File: config.mk
export PLATFORM = sky130hd
export DESIGN_NAME = bbm_multiphase
export DESIGN_NICKNAME = d
export VERILOG_FILES = /design/src/rtl/bbm_pkg.sv /design/src/rtl/bbm_phase.sv /design/src/rtl/bbm_multiphase.sv
export SDC_FILE = /design/constraint.sdc
export NUM_CORES = 1
export LEC_CHECK = 0
export ABC_CLOCK_PERIOD_IN_PS = 3200
export CAP_MARGIN = 20
export CORE_UTILIZATION = 60
export DETAILED_ROUTE_END_ITERATION = 8
export PLACE_DENSITY_LB_ADDON = 0.25
export REMOVE_ABC_BUFFERS = 1
export SETUP_SLACK_MARGIN = 0.5
export SYNTH_ARGS = -nofsm -noshare
export SYNTH_HDL_FRONTEND = slang
export SYNTH_SLANG_ARGS = --single-unit
File: constraint.sdc
create_clock -name clk -period 3.2 [get_ports clk]
set_clock_uncertainty 0.15 [all_clocks]
set_input_delay 0.8 -clock clk [delete_from_list [all_inputs] [get_ports clk]]
set_output_delay 0.8 -clock clk [all_outputs]
set_load 0.1 [all_outputs]
File: src/rtl/bbm_pkg.sv
// bbm_pkg: shared definitions for the multiphase break-before-make driver.
//   state_t   - per-phase FSM state encoding
//   *_DEF     - default values for the NPH / DTW / TOW parameters
package bbm_pkg;

  localparam int NPH_DEF = 2;  // number of top/bottom switch phases
  localparam int DTW_DEF = 6;  // dead-time counter width
  localparam int TOW_DEF = 8;  // turn-off timeout counter width

  typedef enum logic [2:0] {
    S_IDLE     = 3'd0,
    S_TOP      = 3'd1,
    S_BOT      = 3'd2,
    S_WAIT_OFF = 3'd3,
    S_DEAD     = 3'd4,
    S_FAULT    = 3'd5
  } state_t;

endpackage

File: src/rtl/bbm_phase.sv
// bbm_phase: break-before-make sequencer for one top/bottom switch pair.
//   clk, rst_n         - clock, async active-low reset (already synchronised on release)
//   enable             - global enable; low drives the target to off
//   top_req, bot_req   - switch requests (both high = off + req_err)
//   top_st, bot_st     - switch conducting feedback
//   fault_clr          - level clear for the sticky timeout fault
//   dt_cfg, to_cfg     - dead time / turn-off timeout in cycles (0 = no timeout)
//   top_on, bot_on     - registered switch drives, never both high
//   fault              - sticky turn-off timeout flag
//   req_err            - high the cycle after both requests were sampled high
module bbm_phase
  import bbm_pkg::*;
#(
  parameter int DTW = DTW_DEF,
  parameter int TOW = TOW_DEF
) (
  input  logic           clk,
  input  logic           rst_n,
  input  logic           enable,
  input  logic           top_req,
  input  logic           bot_req,
  input  logic           top_st,
  input  logic           bot_st,
  input  logic           fault_clr,
  input  logic [DTW-1:0] dt_cfg,
  input  logic [TOW-1:0] to_cfg,
  output logic           top_on,
  output logic           bot_on,
  output logic           fault,
  output logic           req_err
);

  // One counter serves both the timeout (WAIT_OFF) and dead time (DEAD).
  localparam int CW = (DTW > TOW) ? DTW : TOW;

  state_t        state;
  logic [CW-1:0] cnt;
  logic          rel_top;   // switch released on entry to WAIT_OFF: 1 = top
  logic          tgt_top;
  logic          tgt_bot;
  logic          rel_st;

  // Disable folds into the target: active states see "off" and release,
  // WAIT_OFF/DEAD finish their sequence and DEAD then exits to IDLE.
  assign tgt_top = enable & top_req & ~bot_req;
  assign tgt_bot = enable & bot_req & ~top_req;
  assign rel_st  = rel_top ? top_st : bot_st;

  always_ff @(posedge clk or negedge rst_n) begin
    if (!rst_n) begin
      state   <= S_IDLE;
      cnt     <= '0;
      rel_top <= 1'b0;
      top_on  <= 1'b0;
      bot_on  <= 1'b0;
      fault   <= 1'b0;
      req_err <= 1'b0;
    end else begin
      req_err <= top_req & bot_req;
      case (state)
        S_IDLE: begin
          if (tgt_top && !bot_st) begin
            state  <= S_TOP;
            top_on <= 1'b1;
          end else if (tgt_bot && !top_st) begin
            state  <= S_BOT;
            bot_on <= 1'b1;
          end
        end
        S_TOP: begin
          if (!tgt_top) begin
            state   <= S_WAIT_OFF;
            top_on  <= 1'b0;
            rel_top <= 1'b1;
            cnt     <= CW'(to_cfg);
          end
        end
        S_BOT: begin
          if (!tgt_bot) begin
            state   <= S_WAIT_OFF;
            bot_on  <= 1'b0;
            rel_top <= 1'b0;
            cnt     <= CW'(to_cfg);
          end
        end
        S_WAIT_OFF: begin
          // cnt == 0 here only when to_cfg was 0: timeout disabled.
          if (!rel_st) begin
            state <= S_DEAD;
            cnt   <= CW'(dt_cfg);
          end else if (cnt == CW'(1)) begin
            state <= S_FAULT;
            fault <= 1'b1;
            cnt   <= '0;
          end else if (cnt != '0) begin
            cnt <= cnt - CW'(1);
          end
        end
        S_DEAD: begin
          // Target is only looked at here; the opposite status is still
          // checked so a drive never rises onto a conducting partner.
          if (cnt != '0) begin
            cnt <= cnt - CW'(1);
          end else if (tgt_top && !bot_st) begin
            state  <= S_TOP;
            top_on <= 1'b1;
          end else if (tgt_bot && !top_st) begin
            state  <= S_BOT;
            bot_on <= 1'b1;
          end else begin
            state <= S_IDLE;
          end
        end
        S_FAULT: begin
          if (fault_clr && !top_st && !bot_st) begin
            state <= S_IDLE;
            fault <= 1'b0;
          end
        end
        default: begin
          state  <= S_IDLE;
          top_on <= 1'b0;
          bot_on <= 1'b0;
        end
      endcase
    end
  end

endmodule

File: src/rtl/bbm_multiphase.sv
// bbm_multiphase: NPH independent break-before-make switch-pair drivers.
//   clk, rst_n                 - clock, async-assert active-low reset
//   enable_driver              - global enable; low turns every phase off
//   topstate/botstate [NPH]    - per-phase switch requests
//   topswstatus/botswstatus    - per-phase conducting feedback
//   dt_cfg, to_cfg             - shared dead time / turn-off timeout
//   fault_clr [NPH]            - per-phase sticky-fault clear
//   topswon/botswon [NPH]      - registered switch drives
//   fault, req_err [NPH]       - timeout flag, both-requested pulse
module bbm_multiphase
  import bbm_pkg::*;
#(
  parameter int NPH = NPH_DEF,
  parameter int DTW = DTW_DEF,
  parameter int TOW = TOW_DEF
) (
  input  logic           clk,
  input  logic           rst_n,
  input  logic           enable_driver,
  input  logic [NPH-1:0] topstate,
  input  logic [NPH-1:0] botstate,
  input  logic [NPH-1:0] topswstatus,
  input  logic [NPH-1:0] botswstatus,
  input  logic [DTW-1:0] dt_cfg,
  input  logic [TOW-1:0] to_cfg,
  input  logic [NPH-1:0] fault_clr,
  output logic [NPH-1:0] topswon,
  output logic [NPH-1:0] botswon,
  output logic [NPH-1:0] fault,
  output logic [NPH-1:0] req_err
);

  // Asserts immediately, releases after two clk edges so no phase flop
  // sees a reset edge near the clock.
  logic [1:0] rst_sync;
  logic       prst_n;

  always_ff @(posedge clk or negedge rst_n) begin
    if (!rst_n) rst_sync <= 2'b00;
    else        rst_sync <= {rst_sync[0], 1'b1};
  end

  assign prst_n = rst_sync[1];

  for (genvar g = 0; g < NPH; g++) begin : g_ph
    bbm_phase #(.DTW(DTW), .TOW(TOW)) u_phase (
      .clk       (clk),
      .rst_n     (prst_n),
      .enable    (enable_driver),
      .top_req   (topstate[g]),
      .bot_req   (botstate[g]),
      .top_st    (topswstatus[g]),
      .bot_st    (botswstatus[g]),
      .fault_clr (fault_clr[g]),
      .dt_cfg    (dt_cfg),
      .to_cfg    (to_cfg),
      .top_on    (topswon[g]),
      .bot_on    (botswon[g]),
      .fault     (fault[g]),
      .req_err   (req_err[g])
    );
  end

endmodule

==> results by group <==
Worst setup path
  – Max incr delay on CP: 0.63 ns
  – Critical path class: input port to flip-flop
  – Type of origin of the critical path: input port
  – Crit path required time: 3.25 ns
  – Reg-to-reg slack, setup: 0.80 ns
  – Critical Path AT: 2.67 ns
  – Worst R2R Path Depth: 5
  – RR Endpoint: g_ph[0].u_phase.cnt[3]$_DFFE_PN0P_
  – Crit. End Element: flip-flop
  – Reg2reg start: g_ph[0].u_phase.state[0]$_DFFE_PN0P_
  – Worst-path maximum fanout: 8
  – Worst path cell trace: clkdlybuf4s50_1, and4bb_2, or4_2, nand4_2, o21ai_0, o31ai_1
  – CP Buf/Inv Count: 1
  – Top cell family by delay on the critical path: simple AND/OR/NAND/NOR gates
  – Worst path depth: 6
  – Slowest CP cell: or4_2

Clock network
  – Num CTS Buffers: 5
  – CTS max path bufs: 2
  – Clock root buffer: clkbuf_8
  – CTS Sinks: 34
  – Clock slew at reported path FFs: 0.08 ns
  – Worst-skew pair later-pin latency: 0.29 ns
  – Post-CTS Setup Inserts: 0
  – H-tree levels: 2
  – TritonCTS clock tree: done

Floorplan
  – I/O pins: 35
  – Starting Density: 0.6458
  – Die Span X: 68.55 um
  – Die Y: 68.55 um
  – Row count: 23
  – Die Area: 0.004699 mm^2
  – Core ar.: 0.004115 mm^2

Logic synthesis
  – Post-synth top flop: dfrtp_1
  – Post-synth EDFFs: 0
  – Post-synthesis sequential area ratio: 0.3202
  – Yosys warnings: 0
  – Ys async rst share: 1.000
  – Post-synth cell types: 69
  – Avg Cell Area, Syn: 8.657 um^2
  – Seq cells post-synth: 34
  – Mapped cell area: 0.002658 mm^2
  – Cells after Synth: 307

Global route
  – Vias in the first global route: 2,388
  – Largest net degree at the start of global routing: 33
  – Total global routing overflow: 0
  – Antenna violations before repair: 0
  – First-pass GRT wire length: 10,630 um
  – Gr usage total: 0.3032

STA
  – Final WS setup: 0.5726 ns
  – TNS Setup: 0 ns
  – Final hold violation count: 0
  – Worst hold slack: 0.1123 ns
  – Final period util: 0.8211
  – Final max-slew violation count: 0
  – Max Clk Rate: 0.3806 GHz
  – RSZ-0062 raised after global routing: false
  – Slew HR: 0.5137
  – Final setup violation count: 0
  – Least-Margin Pin Slew: 0.7295 ns
  – Minimum clock period: 2.627 ns

Placement
  – Pre-CTS WS: 0.09385 ns
  – PortBufs: 34
  – Dpl cells: 372
  – Routability-driven placement congestion ratio: 0.8687
  – Placed Area: 0.002918 mm^2
  – Final HPWL DP: 4659 um

Routing
  – Post-DR vias/cell: 6.982
  – Post-DR wirelength/cell: 17.75 um
  – 1st-pass router iterations: 7
  – Drt first-iter violations: 281
  – # DRC: 0
  – Final Routed Wirelength: 6763 um
  – DR vias: 2,660
  – Final antenna-violating net count: 0

Cells and area
  – Layout cells sized above 1: 0.1390
  – Fill count: 312
  – Core Util, Final: 0.7394
  – Area growth syn-to-layout: 14.50%
  – Nets: 362
  – Finished Layout Cells: 381
  – Most frequent cells in the layout: o21ai_0 (34), dfrtp_1 (34), nor2_1 (26)
  – Final Cell Area: 0.003043 mm^2
  – ANT cells: 0

Power and ir drop
  – P_leak: 1.250 nW
  – Worst IR drop on VDD: 0.0005311 V
  – Pwr dens: 988.7 mW/mm^2
  – PnR Total Power: 3.009 mW

Job
  – Max cap viols: 0

Hold path
  – Min-delay worst type: flip-flop to asynchronous set/reset pin

Run status
  – Status: complete, no violations
[synth_stat cells (3+ instances only)]
master	count	area share
nor4bb_1	4	0.015
or3b_2	3	0.0099
buf_2	4	0.0075
nor3_1	7	0.013
clkbuf_1	6	0.0085
buf_4	9	0.025
a21oi_1	22	0.041
a221oi_1	5	0.016
nand3b_1	4	0.011
a22o_1	6	0.020
nand2_1	13	0.018
nand3_1	4	0.0075
inv_1	14	0.020
buf_6	4	0.017
and2_1	3	0.0071
o22ai_1	5	0.012
dfrtp_1	34	0.32
ha_1	5	0.024
o31ai_1	7	0.020
a31oi_1	5	0.012
nor4_1	6	0.014
nor2_1	26	0.037
mux2_2	3	0.013
o2bb2ai_1	9	0.030
nor2b_1	3	0.0071
o21ai_0	35	0.066
[cell families after synthesis]
| family | synth area share |
|---|---|
| AO/OA/AOI/OAI | 0.3206 |
| adder cells (fa/ha/maj) | 0.02354 |
| buffers and inverters | 0.08003 |
| flip-flops | 0.3202 |
| multiplexers | 0.01648 |
| other | 0.001411 |
| AND/OR/NAND/NOR | 0.2378 |
[routing by layer]
metal  global-route usage  vias up  part of all wire
met5                    0        -                 0
met4               0.1328        0             0.025
met3              0.05099       29             0.081
met2               0.4890      148              0.46
met1               0.3977     1259              0.43
li1                     -     1224                 -
[flip-flops by register name (all words and copies together) (netlist names)]
register,count
g_ph.u_phase.bot_on,2
g_ph.u_phase.cnt,16
rst_sync,2
g_ph.u_phase.fault,2
g_ph.u_phase.state,6
g_ph.u_phase.req_err,2
g_ph.u_phase.rel_top,2
g_ph.u_phase.top_on,2
[final cells by class]
class	count	area, um^2	share of cell area
multi-input combinational	236	1623	0.5333
sequential	34	850.8	0.2796
clock buffer	7	86.33	0.02837
inverter	14	52.55	0.01727
tap	50	62.56	0.02056
clock inverter	1	5.005	0.001645
timing repair buffer	39	362.8	0.1192
[what timing repair did]
action,CTS,global route
cloned,0,1
resized for setup,1,6
pin swaps,0,1
endpoints found under the setup margin,6,11
hold buffers,0,0
[worst max path at each step]
stage / end / from / slack, ns
4_1_cts: g_ph[0].u_phase.state[0]$_DFFE_PN0P_ / botstate[0] / 0.55
5_1_grt: g_ph[0].u_phase.state[0]$_DFFE_PN0P_ / topstate[0] / 0.53
2_1_floorplan: g_ph[1].u_phase.cnt[3]$_DFFE_PN0P_ / topswstatus[1] / 0.78
6_report: g_ph[0].u_phase.state[0]$_DFFE_PN0P_ / topstate[0] / 0.57
3_5_place_dp: g_ph[1].u_phase.cnt[3]$_DFFE_PN0P_ / botstate[1] / 0.09
3_3_place_gp: g_ph[1].u_phase.cnt[3]$_DFFE_PN0P_ / botstate[1] / 0.16
[worst register-to-register path, stage by stage, from the launching register on]
cell       delay (ns)
dfrtp_1          0.63
or3b_2           0.62
nand2_1          0.28
nor2_1           0.09
o41ai_1          0.40
o2bb2ai_1        0.16
[power breakdown]
group	switching, mW	total [mW]	internal, mW	leakage (nW)
Combinational	1.08	1.77	0.689	0.778
Clock	0.165	0.339	0.174	0.0482
Sequential	0.286	0.899	0.613	0.424
No activity file was read; power rests on OpenSTA's default activity.
